$ cat src/rtl/idu_issue_sequencer.sv
// idu_issue_sequencer: fetch -> decode -> issue handshake sequencer with a
// 32-entry register scoreboard, forwarding selection and sticky halt.
module idu_issue_sequencer #(
    parameter int DEC_TIMEOUT  = 8,
    parameter int MAX_INFLIGHT = 4,
    parameter int STALL_CNT_W  = 16
) (
    input  logic                   soc_clk,
    input  logic                   reset,
    input  logic                   fetch_valid,
    input  logic [31:0]            fetch_instr,
    output logic                   fetch_ready,
    output logic                   dec_start,
    output logic [31:0]            dec_instr,
    input  logic                   dec_done,
    input  logic [4:0]             dec_rd,
    input  logic [4:0]             dec_rs1,
    input  logic [4:0]             dec_rs2,
    input  logic                   dec_use_rs1,
    input  logic                   dec_use_rs2,
    input  logic                   dec_wr_rd,
    input  logic                   dec_invalid,
    input  logic                   dec_halt,
    output logic                   issue_valid,
    input  logic                   issue_ready,
    output logic [1:0]             issue_fwd,
    input  logic                   wb_valid,
    input  logic [4:0]             wb_rd,
    output logic                   halted,
    output logic [1:0]             halt_cause,
    output logic [STALL_CNT_W-1:0] stall_count
);

    typedef enum logic [2:0] {
        ST_IDLE   = 3'd0,
        ST_DECODE = 3'd1,
        ST_CHECK  = 3'd2,
        ST_STALL  = 3'd3,
        ST_ISSUE  = 3'd4,
        ST_HALT   = 3'd5
    } state_e;

    localparam int                     TMO_W         = $clog2(DEC_TIMEOUT);
    localparam logic [TMO_W-1:0]       TMO_LAST      = TMO_W'(DEC_TIMEOUT - 1);
    localparam logic [TMO_W-1:0]       TMO_ONE       = TMO_W'(1);
    localparam logic [3:0]             MAX_INFL      = 4'(MAX_INFLIGHT);
    localparam logic [STALL_CNT_W-1:0] STALL_SAT     = {STALL_CNT_W{1'b1}};
    localparam logic [STALL_CNT_W-1:0] STALL_ONE     = STALL_CNT_W'(1);
    localparam logic [1:0]             CAUSE_INVALID = 2'b01;
    localparam logic [1:0]             CAUSE_ECALL   = 2'b10;
    localparam logic [1:0]             CAUSE_TIMEOUT = 2'b11;

    // x0 is excluded here so it can never stall or forward.
    function automatic logic hazard_f(input logic use_i, input logic [4:0] rs_i,
                                      input logic [31:0] busy_i);
        return use_i && (rs_i != 5'd0) && busy_i[rs_i];
    endfunction

    state_e                 state_q, state_d;
    logic [31:0]            busy_q, busy_d;
    logic [3:0]             inflight_q, inflight_d;
    logic [4:0]             last_rd_q, last_rd_d;
    logic [TMO_W-1:0]       dec_cnt_q, dec_cnt_d;
    logic [4:0]             rd_q, rd_d, rs1_q, rs1_d, rs2_q, rs2_d;
    logic                   use_rs1_q, use_rs1_d, use_rs2_q, use_rs2_d;
    logic                   wr_rd_q, wr_rd_d;
    logic                   fetch_ready_q, fetch_ready_d;
    logic                   dec_start_q, dec_start_d;
    logic [31:0]            dec_instr_q, dec_instr_d;
    logic                   issue_valid_q, issue_valid_d;
    logic [1:0]             issue_fwd_q, issue_fwd_d;
    logic                   halted_q, halted_d;
    logic [1:0]             halt_cause_q, halt_cause_d;
    logic [STALL_CNT_W-1:0] stall_count_q, stall_count_d;

    logic                   hz1_s, hz2_s, fwd1_s, fwd2_s, stall_s;
    logic                   issue_hs_s, wb_clr_s, iss_set_s;
    logic [31:0]            clr_mask_s, set_mask_s;

    // Hazard and forwarding evaluation on the captured decode fields
    always_comb begin
        hz1_s   = hazard_f(use_rs1_q, rs1_q, busy_q);
        hz2_s   = hazard_f(use_rs2_q, rs2_q, busy_q);
        fwd1_s  = hz1_s && (rs1_q == last_rd_q);
        fwd2_s  = hz2_s && (rs2_q == last_rd_q);
        stall_s = (hz1_s && !fwd1_s) || (hz2_s && !fwd2_s) ||
                  (wr_rd_q && (inflight_q == MAX_INFL));
    end

    // Scoreboard bookkeeping: writeback clears, issue sets (set wins on collision)
    always_comb begin
        issue_hs_s = (state_q == ST_ISSUE) && issue_valid_q && issue_ready;
        wb_clr_s   = wb_valid && (wb_rd != 5'd0) && busy_q[wb_rd];
        iss_set_s  = issue_hs_s && wr_rd_q && (rd_q != 5'd0);
        clr_mask_s = wb_clr_s  ? (32'd1 << wb_rd) : 32'd0;
        set_mask_s = iss_set_s ? (32'd1 << rd_q)  : 32'd0;
        busy_d     = ((busy_q & ~clr_mask_s) | set_mask_s) & 32'hFFFF_FFFE;
        case ({iss_set_s, wb_clr_s})
            2'b10:   inflight_d = (inflight_q != 4'hF) ? inflight_q + 4'd1 : inflight_q;
            2'b01:   inflight_d = (inflight_q != 4'h0) ? inflight_q - 4'd1 : inflight_q;
            default: inflight_d = inflight_q;
        endcase
        last_rd_d     = iss_set_s ? rd_q : last_rd_q;
        stall_count_d = ((state_q == ST_STALL) && (stall_count_q != STALL_SAT)) ?
                        stall_count_q + STALL_ONE : stall_count_q;
    end

    // Sequencer next-state and registered-output computation
    always_comb begin
        state_d      = state_q;
        dec_instr_d  = dec_instr_q;
        dec_cnt_d    = dec_cnt_q;
        rd_d         = rd_q;
        rs1_d        = rs1_q;
        rs2_d        = rs2_q;
        use_rs1_d    = use_rs1_q;
        use_rs2_d    = use_rs2_q;
        wr_rd_d      = wr_rd_q;
        issue_fwd_d  = issue_fwd_q;
        halt_cause_d = halt_cause_q;
        case (state_q)
            ST_IDLE: begin
                if (fetch_valid && fetch_ready_q) begin
                    dec_instr_d = fetch_instr;
                    dec_cnt_d   = {TMO_W{1'b0}};
                    state_d     = ST_DECODE;
                end else begin
                    state_d = ST_IDLE;
                end
            end
            ST_DECODE: begin
                if (dec_done) begin
                    rd_d      = dec_rd;
                    rs1_d     = dec_rs1;
                    rs2_d     = dec_rs2;
                    use_rs1_d = dec_use_rs1;
                    use_rs2_d = dec_use_rs2;
                    wr_rd_d   = dec_wr_rd;
                    if (dec_invalid) begin
                        state_d      = ST_HALT;
                        halt_cause_d = CAUSE_INVALID;
                    end else if (dec_halt) begin
                        state_d      = ST_HALT;
                        halt_cause_d = CAUSE_ECALL;
                    end else begin
                        state_d = ST_CHECK;
                    end
                end else if (dec_cnt_q == TMO_LAST) begin
                    state_d      = ST_HALT;
                    halt_cause_d = CAUSE_TIMEOUT;
                end else begin
                    dec_cnt_d = dec_cnt_q + TMO_ONE;
                end
            end
            ST_CHECK, ST_STALL: begin
                if (stall_s) begin
                    state_d = ST_STALL;
                end else begin
                    state_d     = ST_ISSUE;
                    issue_fwd_d = {fwd2_s, fwd1_s};
                end
            end
            ST_ISSUE: begin
                if (issue_hs_s) begin
                    state_d     = ST_IDLE;
                    issue_fwd_d = 2'b00;
                end else begin
                    state_d = ST_ISSUE;
                end
            end
            ST_HALT: state_d = ST_HALT;
            default: state_d = ST_IDLE;
        endcase
        fetch_ready_d = (state_d == ST_IDLE);
        dec_start_d   = (state_d == ST_DECODE) && (state_q == ST_IDLE);
        issue_valid_d = (state_d == ST_ISSUE);
        halted_d      = (state_d == ST_HALT);
    end

    // State and output registers with synchronous reset
    always_ff @(posedge soc_clk) begin
        if (reset) begin
            state_q       <= ST_IDLE;
            busy_q        <= 32'd0;
            inflight_q    <= 4'd0;
            last_rd_q     <= 5'd0;
            dec_cnt_q     <= {TMO_W{1'b0}};
            rd_q          <= 5'd0;
            rs1_q         <= 5'd0;
            rs2_q         <= 5'd0;
            use_rs1_q     <= 1'b0;
            use_rs2_q     <= 1'b0;
            wr_rd_q       <= 1'b0;
            fetch_ready_q <= 1'b0;
            dec_start_q   <= 1'b0;
            dec_instr_q   <= 32'd0;
            issue_valid_q <= 1'b0;
            issue_fwd_q   <= 2'b00;
            halted_q      <= 1'b0;
            halt_cause_q  <= 2'b00;
            stall_count_q <= {STALL_CNT_W{1'b0}};
        end else begin
            state_q       <= state_d;
            busy_q        <= busy_d;
            inflight_q    <= inflight_d;
            last_rd_q     <= last_rd_d;
            dec_cnt_q     <= dec_cnt_d;
            rd_q          <= rd_d;
            rs1_q         <= rs1_d;
            rs2_q         <= rs2_d;
            use_rs1_q     <= use_rs1_d;
            use_rs2_q     <= use_rs2_d;
            wr_rd_q       <= wr_rd_d;
            fetch_ready_q <= fetch_ready_d;
            dec_start_q   <= dec_start_d;
            dec_instr_q   <= dec_instr_d;
            issue_valid_q <= issue_valid_d;
            issue_fwd_q   <= issue_fwd_d;
            halted_q      <= halted_d;
            halt_cause_q  <= halt_cause_d;
            stall_count_q <= stall_count_d;
        end
    end

    assign fetch_ready = fetch_ready_q;
    assign dec_start   = dec_start_q;
    assign dec_instr   = dec_instr_q;
    assign issue_valid = issue_valid_q;
    assign issue_fwd   = issue_fwd_q;
    assign halted      = halted_q;
    assign halt_cause  = halt_cause_q;
    assign stall_count = stall_count_q;

endmodule
$ cat config.mk
export PLATFORM = sky130hd
export DESIGN_NAME = idu_issue_sequencer
export DESIGN_NICKNAME = d
export VERILOG_FILES = /design/src/rtl/idu_issue_sequencer.sv
export SDC_FILE = /design/constraint.sdc
export NUM_CORES = 1
export LEC_CHECK = 0
export ABC_CLOCK_PERIOD_IN_PS = 3400
export BUFFER_PORTS_ARGS = -buffer_cell sky130_fd_sc_hd__buf_2
export CORE_UTILIZATION = 55
export DETAILED_ROUTE_END_ITERATION = 10
export GPL_ROUTABILITY_DRIVEN = 0
export HOLD_SLACK_MARGIN = 0.02
export PLACE_DENSITY = 0.8
export SYNTH_ARGS = -nofsm -noshare
export SYNTH_HDL_FRONTEND = slang
export SYNTH_SLANG_ARGS = --single-unit
$ cat constraint.sdc
create_clock -name soc_clk -period 3.4 [get_ports soc_clk]
set_input_delay 0.17 -clock soc_clk [delete_from_list [all_inputs] [get_ports soc_clk]]
set_output_delay 0.17 -clock soc_clk [all_outputs]
set_load 0.03 [all_outputs]
== Yosys cells after proc, flatten, opt, wreduce, memory -nomap -nowiden ==
Cells that the tools add are included.

* Add/subtract/negate cells: 4
* $lt $le $gt $ge: 3
* Equality and inequality tests: 24
* Shift-type cells: 2
* Multiplexer cells: 30
* Bitwise logic cells: 3
* Reduce and logical (&&, ||, !) cells: 40

{| class="wikitable"
|+ Operators with widths
! operator !! number
|-
| $mux 32 || 2
|-
| $shl 1x5->32 const A || 2
|-
| $and 32x32->32 || 1
|-
| $not 32->32 || 1
|-
| $or 32x32->32 || 1
|-
| $mux 3 || 9
|-
| $reduce_bool 5->1 || 4
|-
| $logic_and 1x1->1 || 18
|-
| $lt 5x6->1 const B || 3
|-
| $add 16x1->16 const B || 1
|-
| $ne 16x16->1 const B || 1
|-
| $bmux 1 s5 || 3
|-
| $eq 3x3->1 const B || 5
|-
| $pmux 3 s5 || 1
|-
| $ne 2x2->1 const B || 7
|-
| $mux 2 || 6
|-
| $eq 5x5->1 || 2
|-
| $reduce_and 3->1 || 3
|-
| $mux 4 || 2
|-
| $pmux 4 s2 || 1
|-
| $reduce_bool 2->1 || 4
|-
| $eq 3x1->1 const B || 2
|-
| $eq 3x2->1 const B || 2
|-
| $logic_not 3->1 || 2
|-
| 17 further kinds || 23
|}

* Register bits: 121
* Input port bits: 63
* Output and inout port bits: 56
* Word-level logic and storage cells: 126

== Depth between registers and ports, before layout ==
Gate-level depths: netlist of run 1.

* Depth in word-level cells: 12
* Gate-level depth with buffers: 14
* Depth with buffers taken out: 13

== Worst setup path before layout of run 1 ==
OpenSTA, ideal clock, no wires.

* Path kind: reg2reg
* Start point: register issue_valid_q (netlist: issue_valid)
* End point: register inflight_q[3]
* Library setup time: 0.128 ns
* Arrival time: 2.515 ns
* Data required time: 3.272 ns
* Path slack: 0.758 ns
* Stages on the path, launching flop included: 14
* Path buffers: 1
* Clock period less this slack: 2.642 ns
* Cells stage by stage: dfxtp_1 -> and3b_1 -> and3_1 -> clkbuf_1 -> nand2_1 -> nand2_1 -> inv_1 -> ha_1 -> a21o_1 -> a21oi_1 -> nor3b_1 -> mux2i_1 -> xor2_1 -> nor2_1

* Cells in the longest elaborated chain, start to end: 7
* Elaborated cells on any way between the ends: 11
* Classes of those cells: eq/ne: 4; mux: 1; reduce/logical: 6

{| class="wikitable"
|+ RTL lines
! element !! line !! text
|-
| start, declared || 70 || <nowiki>logic issue_valid_q, issue_valid_d;</nowiki>
|-
| start signal, assigned || 217 || <nowiki>issue_valid_q <= issue_valid_d;</nowiki>
|-
| $logic_and 1x1->1 * (2 in series) || 92 || <nowiki>issue_hs_s = (state_q == ST_ISSUE) && issue_valid_q && issue_ready;</nowiki>
|-
| $logic_and 1x1->1 * (2 in series) || 94 || <nowiki>iss_set_s = issue_hs_s && wr_rd_q && (rd_q != 5'd0);</nowiki>
|-
| $eq 2x1->1 / $eq 2x2->1 (equally long branches) || 98 || <nowiki>case ({iss_set_s, wb_clr_s})</nowiki>
|-
| $ne 2x2->1 (no source line) / $reduce_bool 2->1 (equally long branches) || - ||
|-
| $reduce_and 3->1 (no source line) || - ||
|-
| end signal, assigned || 205 || <nowiki>inflight_q <= inflight_d;</nowiki>
|-
| end, declared || 61 || <nowiki>logic [3:0] inflight_q, inflight_d;</nowiki>
|}

Every way passes the cells marked *; elsewhere a longest branch is shown, timed or not.
A chain may end at the register's enable or synchronous reset.

== Worst setup path in the final report of run 1 ==
* Start point: register state_q[2]
* End point: register inflight_q[3]

* Cells in the longest elaborated chain, start to end: 8
* Elaborated cells on any way between the ends: 12
* Classes of those cells: eq/ne: 5; mux: 1; reduce/logical: 6

{| class="wikitable"
|+ RTL lines
! element !! line !! text
|-
| start, declared || 59 || <nowiki>state_e state_q, state_d;</nowiki>
|-
| start signal, assigned || 203 || <nowiki>state_q <= state_d;</nowiki>
|-
| $eq 3x3->1 * || 92 ||
|-
| $logic_and 1x1->1 * (2 in series) || 92 ||
|-
| $logic_and 1x1->1 * (2 in series) || 94 ||
|-
| $eq 2x1->1 / $eq 2x2->1 (equally long branches) || 98 ||
|-
| $ne 2x2->1 (no source line) / $reduce_bool 2->1 (equally long branches) || - ||
|-
| $reduce_and 3->1 (no source line) || - ||
|}

Marked as above.

==> metrics.txt, run 1 <==
# TYPE chip_impl_metric gauge
chip_impl_metric{name="grt_pass1_vias",unit=""} 5889
chip_impl_metric{name="worstPathArrival",unit="ns"} 3.47
chip_impl_metric{name="cp.required",unit="ns"} 3.78
chip_impl_metric{name="antenna_violating_nets_post_route",unit=""} 0
chip_impl_metric{name="hold_viol",unit=""} 0
chip_impl_metric{name="floorplan.die.height",unit="um"} 105
chip_impl_metric{name="clock_sinks",unit=""} 120
chip_impl_metric{name="synthDominantCellAreaShare",unit="%"} 41.4
chip_impl_metric{name="cap_viol_max_count",unit=""} 0
chip_impl_info{name="yosys.cell_count.top_type",value="sky130_fd_sc_hd__nand2_1"} 1
chip_impl_metric{name="internal_power",unit="uW"} 2770
chip_impl_metric{name="nFillCells",unit=""} 734
chip_impl_metric{name="num_io_pins",unit=""} 119
chip_impl_info{name="crit_family",value="simple AND/OR/NAND/NOR gates"} 1
chip_impl_metric{name="worstPathBufferInverterCount",unit=""} 1
chip_impl_metric{name="synthSimpleGateAreaFrac",unit="%"} 22.2
chip_impl_metric{name="net-switching-power",unit="uW"} 956
chip_impl_metric{name="syn_area",unit="um2"} 5810
chip_impl_metric{name="placed_cells_incl_taps",unit=""} 903
chip_impl_metric{name="grt_use_met3",unit="%"} 7.24
chip_impl_info{name="setup.worst_path.start_class",value="register"} 1
chip_impl_info{name="path_class",value="register to register"} 1
chip_impl_metric{name="yosysSeqAreaShare",unit="%"} 41.4
chip_impl_metric{name="finClkSkew",unit="ns"} 0.00720
chip_impl_metric{name="grt_pass1_wl",unit="um"} 28300
chip_impl_info{name="synth-main-ff-cell",value="sky130_fd_sc_hd__dfxtp_1"} 1
chip_impl_info{name="synth_area_leaders",value="sky130_fd_sc_hd__dfxtp_1 (41%), sky130_fd_sc_hd__nand2_1 (9.3%), sky130_fd_sc_hd__a21oi_1 (7.7%)"} 1
chip_impl_metric{name="power.static_leakage",unit="uW"} 0.00295
chip_impl_metric{name="fp.coreArea",unit="um2"} 10300
chip_impl_metric{name="final_period_minus_worst_setup_slack",unit="ns"} 3.09
chip_impl_info{name="largest_family_of_logic_cells_by_synthesized_area",value="simple AND/OR/NAND/NOR gates"} 1
chip_impl_metric{name="drive_gt1_share",unit="%"} 21.3
chip_impl_metric{name="place_hpwl",unit="um"} 11000
chip_impl_info{name="critical_path.slowest_cell",value="sky130_fd_sc_hd__nor2b_1"} 1
chip_impl_metric{name="synthesis.yosys.warnings",unit=""} 0
chip_impl_metric{name="clock_path_buffers",unit=""} 2
chip_impl_info{name="crit_chain",value="nor2b_1 -> and3_1 -> nand2_1 -> nand2_1 -> inv_1 -> ha_1 -> a21o_1 -> a21oi_1 -> nor3b_1 -> mux2i_1 -> xor2_1 -> nor2_1"} 1
chip_impl_metric{name="finish.cell_count_without_fillers",unit=""} 989
chip_impl_metric{name="totalNegativeSetupSlack",unit="ns"} 0
chip_impl_info{name="ys_top_cells_by_count",value="sky130_fd_sc_hd__nand2_1 (144), sky130_fd_sc_hd__dfxtp_1 (120), sky130_fd_sc_hd__a21oi_1 (89), sky130_fd_sc_hd__nor2_1 (37), sky130_fd_sc_hd__clkbuf_1 (33)"} 1
chip_impl_metric{name="synth.distinct_cells",unit=""} 59
chip_impl_metric{name="clk_pin_slew",unit="ns"} 0.06
chip_impl_metric{name="routed-via-count",unit=""} 5963
chip_impl_metric{name="synthesized_instance_count",unit=""} 684
chip_impl_metric{name="initial_core_utilization",unit="%"} 56.5
chip_impl_metric{name="worst_path_largest_cell_delay",unit="ns"} 0.42
chip_impl_metric{name="power.share.combinational",unit="%"} 11.1
chip_impl_metric{name="synth.mux.area_fraction",unit="%"} 11.0
chip_impl_metric{name="power-per-cell-area",unit="nW/um2"} 491
chip_impl_metric{name="layout_worst_path_cycle_share",unit="%"} 90.8
chip_impl_metric{name="die-width",unit="um"} 105
chip_impl_metric{name="portBuffers",unit=""} 118
chip_impl_metric{name="power",unit="uW"} 3720
chip_impl_metric{name="rows",unit=""} 37
chip_impl_metric{name="drt_pre_antenna_iters",unit=""} 6
chip_impl_info{name="tritoncts",value="done"} 1
chip_impl_metric{name="design.die.area",unit="um2"} 11000
chip_impl_info{name="worst_hold_path_type",value="input port to register"} 1
chip_impl_metric{name="cts-buffers-inserted",unit=""} 17
chip_impl_metric{name="ctsResizeCount",unit=""} 0
chip_impl_metric{name="synth_enable_flop_cells",unit=""} 0
chip_impl_metric{name="grt_max_degree",unit=""} 60
chip_impl_info{name="status",value="complete, no violations"} 1
chip_impl_metric{name="drt-total-wl",unit="um"} 17400
chip_impl_metric{name="grt_remaining_overflow",unit=""} 0
chip_impl_metric{name="dr.first_iter.drc_count",unit=""} 616
chip_impl_metric{name="report.final.setup_viol",unit=""} 0
chip_impl_metric{name="drc_errors",unit=""} 0
chip_impl_metric{name="transition_time_at_the_pin_with_the_least_slew_margin",unit="ns"} 0.768
chip_impl_metric{name="area_growth_syn_to_layout",unit="%"} 30.5
chip_impl_metric{name="sw_share",unit="%"} 25.7
chip_impl_info{name="crit_path_frequent_cell",value="sky130_fd_sc_hd__nand2_1"} 1
chip_impl_metric{name="detail_route.wl_per_cell",unit="um"} 17.6
chip_impl_metric{name="gr-usage-all-layers",unit="%"} 32.6
chip_impl_info{name="clk_root_buffer_cell",value="sky130_fd_sc_hd__clkbuf_8"} 1
chip_impl_info{name="worst_setup_ep_type",value="register"} 1
chip_impl_metric{name="worstPathMaxFanout",unit=""} 9
chip_impl_metric{name="grt_use_met2",unit="%"} 54.8
chip_impl_metric{name="synthesis.nets",unit=""} 753
chip_impl_metric{name="grt_antenna_before_repair",unit=""} 0
chip_impl_info{name="synth_area_leader_cell",value="sky130_fd_sc_hd__dfxtp_1"} 1
chip_impl_metric{name="vdd_drop_max",unit="mV"} 0.338
chip_impl_info{name="grt_setup_unrepaired",value="no"} 1
chip_impl_metric{name="final_max_slew_viol_count",unit=""} 0
chip_impl_metric{name="adder_cell_share_of_the_synthesized_area",unit="%"} 1.42
chip_impl_metric{name="htree_levels",unit=""} 4
chip_impl_metric{name="diodes",unit=""} 0
chip_impl_metric{name="achievable-frequency",unit="MHz"} 324
chip_impl_metric{name="post_cts_buffers",unit=""} 0
chip_impl_metric{name="grt_util_met1",unit="%"} 38.3
chip_impl_metric{name="nets",unit=""} 909
chip_impl_metric{name="clock_power_share",unit="%"} 48.7
chip_impl_metric{name="relSlewSlack",unit="%"} 48.7
chip_impl_metric{name="synth.ff_latch_count",unit=""} 120
chip_impl_metric{name="postSynthAreaPerCell",unit="um2"} 8.49
chip_impl_metric{name="clock_latency",unit="ns"} 0.52
chip_impl_metric{name="routed_via_density",unit=""} 6.03
chip_impl_info{name="globalRoute.busiestLayer",value="met2"} 1
chip_impl_metric{name="synth_area_in_compound_gates",unit="%"} 17.1
chip_impl_metric{name="p_seq_share",unit="%"} 40.2
chip_impl_metric{name="synthXorXnorAreaFrac",unit="%"} 3.32
chip_impl_metric{name="synth_async_sr_flop_share",unit="%"} 0
==> state kept, by name, summed over array words and instances (netlist names), 2 cells and up <==
signal       flops
rs1_q            5
rs2_q            5
rd_q             5
dec_instr       32
busy_q          31
stall_count     16
state_q          3
halt_cause       2
last_rd_q        5
dec_cnt_q        3
inflight_q       4
issue_fwd        2
==> cells by family after synthesis <==
kind of cell | count (synthesis)
AOI/OAI and AO/OA | 168
DFF | 120
muxes | 39
and+or+nand+nor | 277
adders and majority gates | 6
xor gates and xnor gates | 22
buffers and inverters | 52
==> path summary, 6_finish.rpt <==
path                  from       endpoint  slack [ns]  depth (start not counted)
max             state_q[2]  inflight_q[3]        0.31                         12
min            dec_invalid  halt_cause[1]        0.06                          3
max reg2reg     state_q[2]  inflight_q[3]        0.31                         12
min reg2reg  dec_instr[13]  dec_instr[13]        0.45                          2
==> metal layers <==
metal / share of wire [%] / vias to the layer above
met4: 3.8 / 0
met2: 50 / 349
met3: 7.6 / 67
met5: 0 / -
met1: 39 / 2804
li1: - / 2743
==> power by group through the flow <==
stage               Sequential (uW)  Clock, uW  Combinational [uW]
finish                         1500       1810                 415
global route                   1500       1890                 445
CTS                            1490       1820                 406
detailed placement             1520          0                 354
global placement               1520          0                 345
floorplan                      1570          0                 190
==> cells in the final DEF, fill, tap and decap left out, types with 4 or more instances in the layout <==
cell and count:
sky130_fd_sc_hd__a21oi_1 89, sky130_fd_sc_hd__and3_1 7, sky130_fd_sc_hd__and4_1 5, sky130_fd_sc_hd__buf_2 117, sky130_fd_sc_hd__buf_4 6, sky130_fd_sc_hd__clkbuf_16 16
sky130_fd_sc_hd__dfxtp_1 120, sky130_fd_sc_hd__dlygate4sd3_1 54, sky130_fd_sc_hd__ha_1 5, sky130_fd_sc_hd__inv_1 12, sky130_fd_sc_hd__mux2i_1 15, sky130_fd_sc_hd__mux4_2 16
sky130_fd_sc_hd__nand2_1 144, sky130_fd_sc_hd__nand2b_1 9, sky130_fd_sc_hd__nand3_1 21, sky130_fd_sc_hd__nand3b_1 5, sky130_fd_sc_hd__nand4_1 6, sky130_fd_sc_hd__nor2_1 37
sky130_fd_sc_hd__nor2b_1 6, sky130_fd_sc_hd__nor3_1 9, sky130_fd_sc_hd__nor3b_1 5, sky130_fd_sc_hd__o211ai_1 9, sky130_fd_sc_hd__o21ai_0 17, sky130_fd_sc_hd__o21ai_1 23
sky130_fd_sc_hd__o311ai_1 4, sky130_fd_sc_hd__or2_1 4, sky130_fd_sc_hd__or3_1 9, sky130_fd_sc_hd__xnor2_1 12, sky130_fd_sc_hd__xor2_1 10
==> cell type report <==
cell class / instances / area [um2] / area share, %
multi-input cells: 512 / 3200 / 42.2
clock inverters: 11 / 146 / 1.93
flip-flops and latches: 120 / 2400 / 31.7
well taps: 136 / 170 / 2.24
inverters: 12 / 45.0 / 0.594
clock buffers: 21 / 449 / 5.93
repair buffers: 177 / 1170 / 15.5
==> tightest hold or removal path, stage by stage <==
cell and delay (ns):
sky130_fd_sc_hd__buf_2 0.12, sky130_fd_sc_hd__inv_1 0.09, sky130_fd_sc_hd__o221a_2 0.18
==> per-stage QoR <==
step                      setup WS [ns]  hold slack, ns  util (%)  area, um2
after floorplan                   0.758           0.279         -       5810
after global placement            0.469           0.412      62.7       6440
after detailed placement          0.324           0.417      62.7       6440
after CTS                         0.448          0.0348      73.8       7580
after global routing              0.149          0.0481      73.8       7580
final                             0.311          0.0591      73.8       7580
==> repair_timing <==
| item | CTS | global route |
|---|---|---|
| endpoints found under the setup margin | 0 | 0 |
| hold buffers | 54 | 0 |
| endpoints found under the hold margin | 52 | 0 |
(Power assumes the default switching activity.)
==> run 2, diff against run 1 <==
- ABC_AREA: unset -> 1
- CORE_UTILIZATION: 55 -> 56
==> run 2 against run 1 <==
Largest power group unchanged; non-clock buffer count decreased by 17; sequential share of layout area decreased by 1.4 points; first-iteration DRC count increased by 9.7%; clock power about the same; flip-flop and latch count unchanged; worst hold slack got worse by 0.024 ns.
==> metrics.txt, run 2 <==
# TYPE chip_impl_metric gauge
chip_impl_metric{name="drc_errors",unit=""} 0
chip_impl_metric{name="hold_viol",unit=""} 0
chip_impl_metric{name="power.static_leakage",unit="uW"} 0.00327
chip_impl_metric{name="fp.coreArea",unit="um2"} 11000
chip_impl_metric{name="synthesized_instance_count",unit=""} 935
chip_impl_info{name="layout_common_cells",value="sky130_fd_sc_hd__nand2_1 (213), sky130_fd_sc_hd__dfxtp_1 (120), sky130_fd_sc_hd__buf_2 (118)"} 1
chip_impl_metric{name="r2r_cells",unit=""} 16
chip_impl_metric{name="layout_worst_path_cycle_share",unit="%"} 74.6
chip_impl_info{name="path_class",value="register to register"} 1
chip_impl_info{name="ys_top_cells_by_count",value="sky130_fd_sc_hd__nand2_1 (213), sky130_fd_sc_hd__dfxtp_1 (120), sky130_fd_sc_hd__a21oi_1 (109), sky130_fd_sc_hd__inv_1 (91), sky130_fd_sc_hd__nand3_1 (82)"} 1
chip_impl_metric{name="worstPathBufferInverterCount",unit=""} 2
chip_impl_info{name="worst_hold_path_type",value="input port to register"} 1
chip_impl_metric{name="drt_pre_antenna_iters",unit=""} 7
chip_impl_metric{name="finClkSkew",unit="ns"} 0.00787
chip_impl_metric{name="cap_viol_max_count",unit=""} 0
chip_impl_metric{name="synthesis.yosys.warnings",unit=""} 0
chip_impl_metric{name="totalNegativeSetupSlack",unit="ns"} 0
chip_impl_metric{name="worstPathMaxFanout",unit=""} 10
chip_impl_metric{name="drt-total-wl",unit="um"} 18900
chip_impl_info{name="layout_commonest_cell",value="sky130_fd_sc_hd__nand2_1"} 1
chip_impl_info{name="timing.rr.end",value="inflight_q[3]"} 1
chip_impl_metric{name="syn_area",unit="um2"} 6420
chip_impl_metric{name="final_period_minus_worst_setup_slack",unit="ns"} 2.54
chip_impl_metric{name="report.final.setup_viol",unit=""} 0
chip_impl_metric{name="detail_route.wl_per_cell",unit="um"} 15.5
chip_impl_metric{name="num_io_pins",unit=""} 119
chip_impl_metric{name="routed_via_density",unit=""} 5.68
chip_impl_metric{name="cts-buffers-inserted",unit=""} 17
chip_impl_metric{name="nFillCells",unit=""} 901
chip_impl_metric{name="routed-via-count",unit=""} 6916
chip_impl_metric{name="clk_pin_slew",unit="ns"} 0.06
chip_impl_metric{name="nets",unit=""} 1136
chip_impl_metric{name="vdd_drop_max",unit="mV"} 0.601
chip_impl_metric{name="grt_max_degree",unit=""} 78
chip_impl_info{name="tritoncts",value="done"} 1
chip_impl_info{name="grt_setup_unrepaired",value="no"} 1
chip_impl_metric{name="synth_async_sr_flop_share",unit="%"} 0
chip_impl_info{name="synth-main-ff-cell",value="sky130_fd_sc_hd__dfxtp_1"} 1
chip_impl_metric{name="grt_pass1_wl",unit="um"} 29700
chip_impl_metric{name="postLayoutCellArea",unit="um2"} 7940
chip_impl_metric{name="clock_latency",unit="ns"} 0.42
chip_impl_info{name="crit_chain",value="nor2_2 -> nand2_2 -> nor2_2 -> inv_1 -> o21ai_4 -> nand3_4 -> inv_1 -> ha_1 -> nand2_1 -> nand2_1 -> a31oi_1 -> nand4_1 -> nand2_1 -> nand3_2 -> nand2_1 -> nor2_1"} 1
chip_impl_metric{name="initial_core_utilization",unit="%"} 58.2
chip_impl_metric{name="die-width",unit="um"} 109
chip_impl_metric{name="place_hpwl",unit="um"} 12300
chip_impl_info{name="status",value="complete, no violations"} 1
chip_impl_metric{name="dpl-instance-area",unit="um2"} 6990
chip_impl_metric{name="power-per-cell-area",unit="nW/um2"} 495
chip_impl_metric{name="antenna_violating_nets_post_route",unit=""} 0
chip_impl_metric{name="transition_time_at_the_pin_with_the_least_slew_margin",unit="ns"} 0.836
chip_impl_metric{name="yosysSeqAreaShare",unit="%"} 37.4
chip_impl_metric{name="synth.ff_latch_count",unit=""} 120
chip_impl_info{name="critical_path.reg2reg.startpoint",value="rd_q[1]"} 1
chip_impl_metric{name="post_cts_buffers",unit=""} 0
chip_impl_metric{name="synth.distinct_cells",unit=""} 44
chip_impl_metric{name="dr.first_iter.drc_count",unit=""} 676
chip_impl_metric{name="design.die.area",unit="um2"} 11900
chip_impl_metric{name="grt_remaining_overflow",unit=""} 0
chip_impl_info{name="synth_area_leaders",value="sky130_fd_sc_hd__dfxtp_1 (37%), sky130_fd_sc_hd__nand2_1 (12%), sky130_fd_sc_hd__a21oi_1 (8.5%)"} 1
chip_impl_metric{name="gr-usage-all-layers",unit="%"} 32.2
chip_impl_metric{name="area_growth_syn_to_layout",unit="%"} 23.5
chip_impl_metric{name="relSlewSlack",unit="%"} 44.3
chip_impl_info{name="clk_root_buffer_cell",value="sky130_fd_sc_hd__clkbuf_16"} 1
chip_impl_metric{name="ctsResizeCount",unit=""} 0
chip_impl_metric{name="grt_antenna_before_repair",unit=""} 0
chip_impl_metric{name="synthDominantCellAreaShare",unit="%"} 37.4
chip_impl_info{name="synth_area_leader_cell",value="sky130_fd_sc_hd__dfxtp_1"} 1
chip_impl_metric{name="largest_register_ffs",unit=""} 32
chip_impl_info{name="setup.worst_path.start_class",value="register"} 1
chip_impl_info{name="hold-path-endpoint",value="rd_q[0]"} 1
chip_impl_metric{name="achievable-frequency",unit="MHz"} 394
chip_impl_metric{name="htree_levels",unit=""} 4
chip_impl_metric{name="portBuffers",unit=""} 118
chip_impl_metric{name="diodes",unit=""} 0
chip_impl_info{name="worst_setup_ep_type",value="register"} 1
chip_impl_metric{name="synth_enable_flop_cells",unit=""} 0
chip_impl_metric{name="synthesis.nets",unit=""} 1004
chip_impl_info{name="crit_path_frequent_cell",value="sky130_fd_sc_hd__nand2_1"} 1
chip_impl_info{name="crit_family",value="simple AND/OR/NAND/NOR gates"} 1
chip_impl_metric{name="grt_pass1_vias",unit=""} 6204
chip_impl_metric{name="ff2ff_setup_slack",unit="ns"} 0.86
chip_impl_metric{name="whs",unit="ns"} 0.0347
chip_impl_metric{name="timing.hold.worst_path_depth",unit=""} 3
chip_impl_metric{name="cp.required",unit="ns"} 3.71
chip_impl_metric{name="clock_sinks",unit=""} 120
chip_impl_info{name="critical_path.slowest_cell",value="sky130_fd_sc_hd__o21ai_4"} 1
chip_impl_metric{name="clock_path_buffers",unit=""} 2
chip_impl_metric{name="final_max_slew_viol_count",unit=""} 0
chip_impl_metric{name="rows",unit=""} 38
chip_impl_metric{name="drive_gt1_share",unit="%"} 17.9
chip_impl_metric{name="postSynthAreaPerCell",unit="um2"} 6.87
chip_impl_metric{name="worst_path_largest_cell_delay",unit="ns"} 0.43
chip_impl_metric{name="number_of_buffers_inserted_by_hold_repair_at_cts",unit=""} 35
chip_impl_info{name="yosys.cell_count.top_type",value="sky130_fd_sc_hd__nand2_1"} 1
chip_impl_metric{name="floorplan.die.height",unit="um"} 109
chip_impl_metric{name="worstPathArrival",unit="ns"} 2.85
chip_impl_info{name="worstHoldStart",value="dec_rd[0]"} 1
-- run 2: cell count changes in the layout (fill, tap and decap cells not counted), sizes merged, moves of 24 or more --
cell   previous run  this run
o31ai             1        25
nand2           144       221
inv              13        96
nor2             37        87
nand3            21        88
-- run 2: cell families after synthesis --
family | share of synthesized area, %
XOR/XNOR | 1.36
buffers and inverters | 9.91
flip-flops | 37.4
AO/OA/AOI/OAI | 18.3
AND/OR/NAND/NOR | 31.7
adder cells (fa/ha/maj) | 1.29
-- run 2: power by group --
part / internal [uW] / switching, uW / total, uW
combinational: 187 / 386 / 573
clock: 1200 / 624 / 1820
sequential: 1470 / 57.5 / 1530
total: 2860 / 1070 / 3920
-- run 2: worst max-delay path by stage --
stage / slack, ns / endpoint / cells past startpoint / from
after floorplan: 1.16 / inflight_q[3] / 16 / rd_q[0]
after global placement: 0.94 / inflight_q[3] / 21 / wb_rd[0]
after detailed placement: 0.81 / inflight_q[3] / 21 / wb_rd[0]
after CTS: 0.88 / inflight_q[3] / 16 / rd_q[1]
after global routing: 0.67 / inflight_q[3] / 16 / rd_q[0]
final: 0.86 / inflight_q[3] / 16 / rd_q[1]
-- run 2: per-stage QoR --
| stage | cells | total power, uW | utilization, % | setup slack [ns] |
|---|---|---|---|---|
| global placement | 1153 | 2070 | 63.4 | 0.936 |
| finish | 1218 | 3920 | 71.9 | 0.863 |
| floorplan | 935 | 1930 | - | 1.16 |
| CTS | 1218 | 3930 | 71.9 | 0.876 |
| detailed placement | 1153 | 2080 | 63.4 | 0.812 |
| global route | 1218 | 4060 | 71.9 | 0.666 |
-- run 2: cell type report --
type,count,area (um2),share of cell area (%)
Multi-Input combinational cell,668,3390,42.7
Sequential cell,120,2400,30.3
Timing Repair Buffer,160,993,12.5
Clock buffer,22,474,5.98
Inverter,100,383,4.82
Tap cell,140,175,2.21
Clock inverter,8,121,1.53
-- run 2: worst reg2reg max path: stages, from the launching register on --
cell,delay [ns]
sky130_fd_sc_hd__dfxtp_1,0.37
sky130_fd_sc_hd__nor2_2,0.13
sky130_fd_sc_hd__nand2_2,0.07
sky130_fd_sc_hd__nor2_2,0.11
sky130_fd_sc_hd__inv_1,0.08
sky130_fd_sc_hd__o21ai_4,0.43
sky130_fd_sc_hd__nand3_4,0.14
sky130_fd_sc_hd__inv_1,0.10
sky130_fd_sc_hd__ha_1,0.26
sky130_fd_sc_hd__nand2_1,0.08
sky130_fd_sc_hd__nand2_1,0.05
sky130_fd_sc_hd__a31oi_1,0.19
sky130_fd_sc_hd__nand4_1,0.12
sky130_fd_sc_hd__nand2_1,0.13
sky130_fd_sc_hd__nand3_2,0.06
sky130_fd_sc_hd__nand2_1,0.06
sky130_fd_sc_hd__nor2_1,0.04
-- run 2: routing by layer --
| metal | wire length (um) | global-route usage, % |
|---|---|---|
| met5 | 0 | 0 |
| met4 | 433 | 12.9 |
| met3 | 1880 | 9.03 |
| met2 | 8600 | 50.3 |
| met1 | 7960 | 41.8 |
==> run 3, diff against run 2 <==
- ABC_CLOCK_PERIOD_IN_PS: 3400 -> 2500
- clock period: 3.4 -> 2.5 ns (I/O delays scaled with it)
==> run 3 against run 2 <==
Clock-buffer cell count stayed put; routed wire length is 4.0% higher; highest routed layer unchanged; combinational power grew 45%; first-iteration DRC count grew 18%.
==> metrics.txt, run 3 (synthesis gave the netlist of run 2 again) <==
# TYPE chip_impl_metric gauge
chip_impl_info{name="status",value="complete, no violations"} 1
chip_impl_info{name="layout_common_cells",value="sky130_fd_sc_hd__nand2_1 (213), sky130_fd_sc_hd__dfxtp_1 (120), sky130_fd_sc_hd__buf_2 (118)"} 1
chip_impl_info{name="clk_root_buffer_cell",value="sky130_fd_sc_hd__clkbuf_16"} 1
chip_impl_metric{name="worstPathMaxFanout",unit=""} 3
chip_impl_info{name="tritoncts",value="done"} 1
chip_impl_metric{name="grt_remaining_overflow",unit=""} 0
chip_impl_metric{name="portBuffers",unit=""} 118
chip_impl_metric{name="final_max_slew_viol_count",unit=""} 0
chip_impl_metric{name="cts-buffers-inserted",unit=""} 17
chip_impl_metric{name="gr-usage-all-layers",unit="%"} 33.7
chip_impl_metric{name="power-per-cell-area",unit="nW/um2"} 645
chip_impl_metric{name="totalNegativeSetupSlack",unit="ns"} 0
chip_impl_info{name="grt_setup_unrepaired",value="no"} 1
chip_impl_metric{name="num_io_pins",unit=""} 119
chip_impl_metric{name="die-width",unit="um"} 109
chip_impl_metric{name="drt_pre_antenna_iters",unit=""} 5
chip_impl_metric{name="htree_levels",unit=""} 4
chip_impl_metric{name="cp.required",unit="ns"} 2.82
chip_impl_metric{name="relSlewSlack",unit="%"} 26.0
chip_impl_info{name="layout_commonest_cell",value="sky130_fd_sc_hd__nand2_1"} 1
chip_impl_info{name="worst_setup_ep_type",value="register"} 1
chip_impl_metric{name="clock_sinks",unit=""} 120
chip_impl_metric{name="routed-via-count",unit=""} 7078
chip_impl_metric{name="nets",unit=""} 1165
chip_impl_metric{name="clock_path_buffers",unit=""} 2
chip_impl_metric{name="drive_gt1_share",unit="%"} 19.3
chip_impl_metric{name="grt_antenna_before_repair",unit=""} 0
chip_impl_metric{name="area_growth_syn_to_layout",unit="%"} 27.4
chip_impl_metric{name="worstPathArrival",unit="ns"} 2.57
chip_impl_metric{name="grt_pass1_wl",unit="um"} 30800
chip_impl_metric{name="detail_route.wl_per_cell",unit="um"} 15.7
chip_impl_info{name="worst_hold_path_type",value="input port to register"} 1
chip_impl_metric{name="initial_core_utilization",unit="%"} 58.2
chip_impl_metric{name="antenna_violating_nets_post_route",unit=""} 0
chip_impl_metric{name="dr.first_iter.drc_count",unit=""} 799
chip_impl_metric{name="fp.coreArea",unit="um2"} 11000
chip_impl_metric{name="largest_register_ffs",unit=""} 32
chip_impl_metric{name="transition_time_at_the_pin_with_the_least_slew_margin",unit="ns"} 1.11
chip_impl_metric{name="drt-total-wl",unit="um"} 19600
chip_impl_metric{name="finish.cell_count_without_fillers",unit=""} 1249
chip_impl_metric{name="floorplan.die.height",unit="um"} 109
chip_impl_metric{name="hold_viol",unit=""} 0
chip_impl_metric{name="power.static_leakage",unit="uW"} 0.00339
chip_impl_metric{name="report.final.setup_viol",unit=""} 0
chip_impl_metric{name="routed_via_density",unit=""} 5.67
chip_impl_metric{name="rows",unit=""} 38
chip_impl_metric{name="clk_pin_slew",unit="ns"} 0.06
chip_impl_metric{name="diodes",unit=""} 0
chip_impl_metric{name="grt_pass1_vias",unit=""} 6497
chip_impl_metric{name="layout_worst_path_cycle_share",unit="%"} 90.4
chip_impl_info{name="setup.worst_path.start_class",value="register"} 1
chip_impl_info{name="worstHoldStart",value="dec_wr_rd"} 1
chip_impl_metric{name="clock_latency",unit="ns"} 0.42
chip_impl_metric{name="design.die.area",unit="um2"} 11900
chip_impl_metric{name="vdd_drop_max",unit="mV"} 0.774
chip_impl_metric{name="drc_errors",unit=""} 0
chip_impl_metric{name="place_hpwl",unit="um"} 12600
chip_impl_info{name="critical_path.reg2reg.startpoint",value="busy_q[16]"} 1
chip_impl_metric{name="final_period_minus_worst_setup_slack",unit="ns"} 2.26
chip_impl_metric{name="achievable-frequency",unit="MHz"} 443
chip_impl_info{name="path_class",value="register to register"} 1
chip_impl_info{name="crit_start",value="busy_q[16]"} 1
chip_impl_metric{name="finClkSkew",unit="ns"} 0.00622
chip_impl_metric{name="placed_cells_incl_taps",unit=""} 1167
chip_impl_metric{name="nFillCells",unit=""} 863
chip_impl_metric{name="cap_viol_max_count",unit=""} 0
chip_impl_metric{name="grt_max_degree",unit=""} 78
## run 3: cell types whose count changed in the layout (fill, tap and decap cells not counted), moves of 2 or more
cell,before,now
sky130_fd_sc_hd__buf_4,7,23
sky130_fd_sc_hd__dlygate4sd3_1,35,48
sky130_fd_sc_hd__bufinv_16,3,1
sky130_fd_sc_hd__clkinvlp_4,1,3
sky130_fd_sc_hd__o21ai_0,47,45
sky130_fd_sc_hd__o21ai_1,3,5
## run 3: metal layers
layer | track usage (%) | part of all wire [%] | vias to the layer above
met5 | 0 | 0 | -
met1 | 42.3 | 41 | 3193
met2 | 53.3 | 47 | 392
li1 | - | - | 3431
met3 | 9.38 | 8.6 | 62
met4 | 15.5 | 3.3 | 0
## run 3: repair_timing
| action | CTS | global route |
|---|---|---|
| gates resized for setup | 0 | 5 |
| endpoints found under the setup margin | 0 | 1 |
| hold buffers | 48 | 0 |
| endpoints found under the hold margin | 49 | 0 |
| setup buffers | 0 | 2 |
## run 3: path summary, 6_finish.rpt
kind / end / slack (ns) / cells after the start
hold reg to reg: dec_instr[8] / 0.46 / 2
hold / removal: wr_rd_q / 0.03 / 3
setup reg to reg: inflight_q[3] / 0.24 / 19
setup / recovery: inflight_q[3] / 0.24 / 19
## run 3: cell type report
class                           count  area [um2]  share of cell area [%]
Inverter                          100         383                    4.68
Clock inverter                     10        93.8                    1.15
Sequential cell                   120        2400                    29.3
Timing Repair Buffer              189        1240                    15.2
Tap cell                          140         175                    2.14
Multi-Input combinational cell    668        3410                    41.6
Clock buffer                       22         484                    5.91
## run 3: worst max-delay path, stage by stage (launching register included)
cell and delay, ns:
sky130_fd_sc_hd__dfxtp_1 0.34, sky130_fd_sc_hd__inv_1 0.10, sky130_fd_sc_hd__o21ai_1 0.13, sky130_fd_sc_hd__nand2_1 0.06, sky130_fd_sc_hd__nand3_1 0.08, sky130_fd_sc_hd__nand3_1 0.11
sky130_fd_sc_hd__nand2_1 0.09, sky130_fd_sc_hd__nand2_1 0.06, sky130_fd_sc_hd__nand2_2 0.12, sky130_fd_sc_hd__nand3_4 0.09, sky130_fd_sc_hd__inv_2 0.09, sky130_fd_sc_hd__ha_4 0.20
sky130_fd_sc_hd__nand2_1 0.05, sky130_fd_sc_hd__nand2_1 0.04, sky130_fd_sc_hd__a31oi_1 0.18, sky130_fd_sc_hd__nand4_1 0.12, sky130_fd_sc_hd__nand2_1 0.10, sky130_fd_sc_hd__nand3_2 0.06
sky130_fd_sc_hd__nand2_1 0.06, sky130_fd_sc_hd__nor2_1 0.05
## run 3: through the flow
stage	hold slack, ns	setup WS (ns)	power, uW	instance area (um2)	util, %
after floorplan	0.215	0.256	2630	6420	-
after global placement	0.340	0.0663	2840	7090	64.3
after detailed placement	0.340	0.00256	2850	7090	64.3
after CTS	0.0215	0.146	5250	8150	73.9
after global routing	0.0563	0.0382	5460	8190	74.2
final	0.0283	0.241	5280	8190	74.2
## run 3: power by group
part / total, uW / internal [uW] / switching, uW
sequential: 2070 / 2000 / 64.4
combinational: 833 / 283 / 550
clock: 2380 / 1470 / 910
